<file path="config.mk">
export PLATFORM = sky130hd
export DESIGN_NAME = hs_ram_arbiter
export DESIGN_NICKNAME = d
export VERILOG_FILES = /design/src/rtl/hs_ram_arbiter.sv
export SDC_FILE = /design/constraint.sdc
export NUM_CORES = 1
export LEC_CHECK = 0
export CORE_MARGIN = 5
export CORE_UTILIZATION = 40
export CTS_CLUSTER_SIZE = 10
export DETAILED_ROUTE_END_ITERATION = 12
export PLACE_DENSITY = 0.68
export SYNTH_ARGS = -nofsm -noshare
export SYNTH_HDL_FRONTEND = slang
export SYNTH_SLANG_ARGS = --single-unit
</file>
<file path="constraint.sdc">
create_clock -name clk_sys -period 3.2 [get_ports clk_sys]
set_clock_uncertainty 0.1 [all_clocks]
set_input_delay 0.64 -clock clk_sys [delete_from_list [all_inputs] [get_ports clk_sys]]
set_output_delay 0.64 -clock clk_sys [all_outputs]
set_load 0.02 [all_outputs]
</file>
<file path="src/rtl/hs_ram_arbiter.sv">
// Arbitrates one single-port work RAM between the Z80 bus and the hiscore engine.
// The CPU is frozen, allowed to settle, then the engine gets single-outstanding access.
module hs_ram_arbiter #(
  parameter int unsigned AW       = 16,
  parameter int unsigned DW       = 8,
  parameter int unsigned SETTLE   = 2,
  parameter int unsigned RAM_LAT  = 1,
  parameter int unsigned REL_IDLE = 4
) (
  input  logic          clk_sys,
  input  logic          reset_n,
  input  logic          cpu_ce,
  input  logic          cpu_mreq,
  input  logic          cpu_we,
  input  logic [AW-1:0] cpu_addr,
  input  logic [DW-1:0] cpu_dout,
  output logic [DW-1:0] cpu_din,
  output logic          cpu_hold,
  input  logic          hs_req,
  input  logic          hs_we,
  input  logic [AW-1:0] hs_addr,
  input  logic [DW-1:0] hs_wdata,
  output logic [DW-1:0] hs_rdata,
  output logic          hs_ack,
  output logic          hs_granted,
  output logic [AW-1:0] ram_addr,
  output logic [DW-1:0] ram_wdata,
  output logic          ram_we,
  input  logic [DW-1:0] ram_q
);

  typedef enum logic [2:0] {
    S_CPU,
    S_HOLD_WAIT,
    S_GRANT,
    S_BUSY,
    S_RELEASE
  } state_t;

  localparam logic [7:0] SETTLE_C   = 8'(SETTLE);
  localparam logic [7:0] RAM_LAT_C  = 8'(RAM_LAT);
  localparam logic [7:0] REL_IDLE_C = 8'(REL_IDLE);

  state_t        state_q, state_d;
  logic [7:0]    settle_q, settle_d;
  logic [7:0]    idle_q, idle_d;
  logic [7:0]    lat_q, lat_d;
  logic          we_q, we_d;
  logic [AW-1:0] addr_q, addr_d;
  logic [DW-1:0] wdata_q, wdata_d;
  logic [DW-1:0] rdata_q, rdata_d;
  logic          ack_q, ack_d;
  logic [DW-1:0] cpu_din_q, cpu_din_d;
  logic          mux_hs;

  // Mux select derives only from the registered state, so it never glitches mid-cycle.
  assign mux_hs = (state_q == S_GRANT) || (state_q == S_BUSY);

  always_ff @(posedge clk_sys or negedge reset_n) begin
    if (!reset_n) begin
      state_q   <= S_CPU;
      settle_q  <= '0;
      idle_q    <= '0;
      lat_q     <= '0;
      we_q      <= 1'b0;
      addr_q    <= '0;
      wdata_q   <= '0;
      rdata_q   <= '0;
      ack_q     <= 1'b0;
      cpu_din_q <= '0;
    end else begin
      state_q   <= state_d;
      settle_q  <= settle_d;
      idle_q    <= idle_d;
      lat_q     <= lat_d;
      we_q      <= we_d;
      addr_q    <= addr_d;
      wdata_q   <= wdata_d;
      rdata_q   <= rdata_d;
      ack_q     <= ack_d;
      cpu_din_q <= cpu_din_d;
    end
  end

  always_comb begin
    state_d   = state_q;
    settle_d  = settle_q;
    idle_d    = idle_q;
    lat_d     = lat_q;
    we_d      = we_q;
    addr_d    = addr_q;
    wdata_d   = wdata_q;
    rdata_d   = rdata_q;
    ack_d     = 1'b0;
    cpu_din_d = mux_hs ? cpu_din_q : ram_q;

    case (state_q)
      S_CPU: begin
        settle_d = '0;
        idle_d   = '0;
        if (hs_req) state_d = S_HOLD_WAIT;
      end
      S_HOLD_WAIT: begin
        if (cpu_ce) begin
          if (cpu_mreq)                  settle_d = '0;
          else if (settle_q != SETTLE_C) settle_d = settle_q + 8'd1;
        end
        if (!hs_req) begin
          state_d = S_RELEASE;
        end else if (settle_d == SETTLE_C) begin
          state_d = S_GRANT;
          idle_d  = '0;
        end
      end
      S_GRANT: begin
        // The engine still holds hs_req during the ack cycle; that is not a new request.
        if (hs_req && !ack_q) begin
          we_d    = hs_we;
          addr_d  = hs_addr;
          wdata_d = hs_wdata;
          lat_d   = '0;
          idle_d  = '0;
          state_d = S_BUSY;
        end else if (!hs_req) begin
          if (idle_q != REL_IDLE_C) idle_d = idle_q + 8'd1;
          if (idle_d == REL_IDLE_C) state_d = S_RELEASE;
        end
      end
      S_BUSY: begin
        if (we_q) begin
          ack_d   = 1'b1;
          state_d = S_GRANT;
        end else if (lat_q == RAM_LAT_C) begin
          rdata_d = ram_q;
          ack_d   = 1'b1;
          state_d = S_GRANT;
        end else begin
          lat_d = lat_q + 8'd1;
        end
      end
      S_RELEASE: state_d = S_CPU;
      default:   state_d = S_CPU;
    endcase
  end

  always_comb begin
    ram_addr  = cpu_addr;
    ram_wdata = cpu_dout;
    ram_we    = cpu_mreq & cpu_we;
    if (state_q == S_BUSY) begin
      ram_addr  = addr_q;
      ram_wdata = wdata_q;
      ram_we    = we_q;
    end else if (state_q == S_GRANT) begin
      ram_addr  = hs_addr;
      ram_wdata = hs_wdata;
      ram_we    = 1'b0;
    end
    if (!reset_n) ram_we = 1'b0;
  end

  assign cpu_hold   = (state_q != S_CPU);
  assign hs_granted = mux_hs;
  assign hs_ack     = ack_q;
  assign hs_rdata   = rdata_q;
  assign cpu_din    = cpu_din_q;

endmodule

</file>
# Word level (Yosys, flattened, before mapping)
# Cells that the tools add are included.
# totals
output_inout_bits	44
regBits	69
inputBits	63
word_cells	83
# op_classes
addsub	3
muxes	37
bitwise	2
eq_ne	18
reduce_logical	13
# op_table
cell	n
8-bit two-way mux	17
16-bit two-way mux	2
8-bit case mux with 2 select lines	2
8-bit by 1-bit adder with 8-bit output (second input constant)	3
3-bit two-way mux	8
8-bit case mux with 3 select lines	1
3-bit case mux with 4 select lines	1
2-bit inequality test (second input constant)	5
8-bit by 1-bit equality test with 1-bit output (second input constant)	1
8-bit by 2-bit equality test with 1-bit output (second input constant)	1
8-bit by 3-bit equality test with 1-bit output (second input constant)	1
8-bit by 2-bit inequality test with 1-bit output (second input constant)	1
8-bit by 3-bit inequality test with 1-bit output (second input constant)	1
4-bit AND reduction	2
3-bit by 2-bit equality test with 1-bit output (second input constant)	2
1-bit two-way mux	6
3-bit by 2-bit inequality test with 1-bit output (second input constant)	2
3-bit nonzero test	2
5-bit AND reduction	1
2-bit nonzero test	2
3-bit by 1-bit equality test with 1-bit output (second input constant)	1
3-bit logical NOT	1
3-bit by 1-bit inequality test with 1-bit output (second input constant)	1
3-bit inequality test (second input constant)	1
8 further kinds	8

# Longest topological paths before layout
# logic_depth
ltp_word	10
mapped_depth	8
ltp_nobuf	8

# Worst setup path before layout
# Ideal clock, no wire load.
# synth_timing
path_type	input-to-reg
startpoint	input cpu_mreq
endpoint	register idle_q[1]
path_stages	7
path_buffers	1
setup_time_ps	122
required_ps	2978
t_arrival_ps	2182
slack_ps	796
path_cell_list	buf_2 -> nor3b_1 -> a31oi_1 -> o22ai_2 -> o2111ai_2 -> o41a_1 -> a32o_1
# synth_via
elab_chain_len	6
# synth_lines
item	line	source
from (decl)	13	input logic cpu_mreq,
8-bit two-way mux	105	if (cpu_mreq) settle_d = '0;
8-bit two-way mux	104	if (cpu_ce) begin
8-bit two-way mux	97	case (state_q)
8-bit by 2-bit equality test with 1-bit output	110	end else if (settle_d == SETTLE_C) begin
2-bit inequality test (no source line)	n/a	
4-bit AND reduction (no source line)	n/a	
to (signal assigned)	74	idle_q <= idle_d;
to (decl)	46	logic [7:0] idle_q, idle_d;
# Every way passes these cells. The select of a mux whose other input is x is not followed.
# A chain may end at the register's enable or synchronous reset.

# Worst setup path after layout
# layout_timing
startpoint	input cpu_mreq
endpoint	output ram_we
# layout_via
elab_chain_len	4
# layout_lines
item	line	source
1-bit AND	149	ram_we = cpu_mreq & cpu_we;
1-bit two-way mux	154	end else if (state_q == S_GRANT) begin
1-bit two-way mux	150	if (state_q == S_BUSY) begin
1-bit two-way mux	159	if (!reset_n) ram_we = 1'b0;
to (decl)	28	output logic ram_we,
# Every way passes these cells.

==> metrics.txt <==
final WL 10900 um; Total GRT Usage 0.178; P_leak between 0.002 and 0.0025 uW; I/O pin count between 100 and 150; setup_tns 0 ps; status complete, no violations; hold_buf cts 0; final setup fails 0; Post-synth ARST share 1.00; CP Data Arrival Time about 2300 ps; Mapped Area 4060 um2; residual DRC count 0; final slew viol count 0; cell taking the most area after synthesis dfrtp_1; syn nets ~550; first-pass GRT wire length about 18000 um; unrepaired setup endpoints after global routing no; Synth-to-Final Area Change 34.3%; Yosys cell types 64; P per Cell Area 563 nW/um2; clock sink count 69; fin util 0.555; Syn Inst Count 477; pin count of the biggest net entering global routing 70; register-to-register setup slack between 500 and 600 ps; Tmin final between 3000 and 4000 ps; period utilisation layout 0.955; EDFF count, synth 0; core area 9820 um2; Fmax achieved about 0.33 GHz; WS Path Type in -> out; chip width about 110 um; Reg clk slew, reported paths 70 ps; Crit. End Element output port; Max Cap Viol 0; DR vias around 3700; Die Y about 110 um; Post-CTS Setup Repair Bufs 0; CTS H-tree lvls 3; path depth of the worst reg2reg path 8; end of the critical path ram_we; Starting Density 0.413; commonest non-fill, non-tap cell in the layout nand2_1; Worst slew margin 0.415; sequential share of the synthesized area 0.426; TritonCTS clock tree built; post-synth top area share 0.426; num rows 36; Final nets between 600 and 700; commonest non-fill, non-tap cells in the layout nand2_1, clkdlybuf4s50_1, dfrtp_1, o21ai_0, mux2i_1; worst path required time approximately 2500 ps; CP startpoint kind primary input; share of cells above drive strength 1 0.0929; gpl congestion a little under 0.9; Yosys Warn Count 0; Inserted Clock Buffers 9; drt pass-1 iters 5; wire length per cell between 15 and 20 um; fillers 905; Slew @ Worst Pin roughly 880 ps; GRT overflow 0; DIE AREA 12300 um2; post-synthesis register bit count just under 70; Clock Latency Late Sink 330 ps; Worst IR Drop VDD about 0.00025 V; Ant. Diodes 0; r2r startpoint settle_q[0]; DPL Wire Length 7880 um; Port Buffers around 110; Clock Root Buffer clkbuf_8; antenna viol nets, final 0; r2r endpoint idle_q[1]; final hold violation count 0; CTS resizes 0; Setup crit start cpu_mreq; peak fanout along the critical path 9; initial antenna violation count 0; Avg Cell Area, Syn between 8 and 9 um2; Top FF cell, synth dfrtp_1; Vias/cell 5.25; top cells by area, synth dfrtp_1, nand2_1, mux2i_1; worst min path class reg -> reg; vias in the first global route roughly 3800; DR iter-0 viols between 150 and 200; clk buf depth 2
-- worst max-delay path: stages --
cell	delay, ps
clkdlybuf4s50_1	720
nand3_1	110
a21boi_0	200
clkdlybuf4s50_1	640
-- stage by stage --
stage	cells	total power [uW]	setup WS [ps]	area, um2	hold slack [ps]
CTS	714	3100	88.2	5440	376
floorplan	477	1960	796	4060	244
global placement	700	2390	146	5260	351
finish	714	3070	143	5450	370
global route	714	3290	66.3	5450	406
detailed placement	700	2410	115	5260	359
-- power by group --
group          switching, uW  internal (uW)
Combinational            607            526
Clock                    312            357
Sequential               180           1090
Total                   1100           1970
-- sequential cells by signal, summed over array words and instances, names as in the netlist --
signal / count
idle_q: 8
lat_q: 8
settle_q: 8
hs_rdata: 8
we_q: 1
addr_q: 16
hs_ack: 1
cpu_din: 8
wdata_q: 8
state_q: 3
-- per-layer routing --
layer	vias up	global-route usage	part of all wire
met2	146	0.278	0.44
li1	1859	-	-
met5	-	0	0
met4	0	0.0427	0.0087
met3	9	0.0600	0.084
met1	1732	0.239	0.46
-- logic make-up (layout without fill, tap and decap cells) --
family,Yosys count,count (layout),share of synthesized area
simple gates,220,220,0.247
compound gates,96,96,0.155
flops,69,69,0.426
buf+inv,42,146,0.0435
mux,36,36,0.0932
xor+xnor,8,8,0.0173
fa+ha+maj,6,6,0.0185
-- layout make-up --
cell class / instances / area [um2] / area share
multi-input cells: 366 / 2160 / 0.397
flip-flops and latches: 69 / 1730 / 0.317
clock buffers: 13 / 179 / 0.0328
clock inverters: 1 / 5.00 / 0.000919
inverters: 11 / 41.3 / 0.00758
well taps: 133 / 166 / 0.0305
repair buffers: 121 / 1170 / 0.215
-- synthesized netlist by cell type (2+ instances only) --
cell and instances:
mux2_2 10, ha_1 6, a22oi_1 2, xor2_1 5, o211ai_1 3, or2_2 2, nand2b_1 6, nand3_1 13
a22o_1 5, a211oi_1 2, a21o_1 2, nand2_1 142, clkbuf_1 21, nor4_1 2, or3_1 3, inv_1 10
and3_1 6, xnor2_1 3, buf_1 2, mux2i_1 25, buf_2 6, a41oi_1 2, o31ai_1 2, a31oi_1 4
a32o_1 3, nor2_1 20, nor3b_1 2, dfrtp_1 69, o22ai_1 3, nor2b_1 2, nand4_1 5, o21ai_0 45
nor3_1 4, a21oi_1 9, and2_1 2
-- worst min path at each step --
stage,from,end,slack [ps],cells past startpoint
floorplan,reset_n,addr_q[0],240,0
global placement,cpu_din[7],cpu_din[7],350,2
detailed placement,cpu_din[0],cpu_din[0],360,2
CTS,cpu_din[4],cpu_din[4],380,2
global route,wdata_q[7],wdata_q[7],410,2
finish,cpu_din[4],cpu_din[4],370,2
Note: power is estimated with default switching activity, not from simulation.
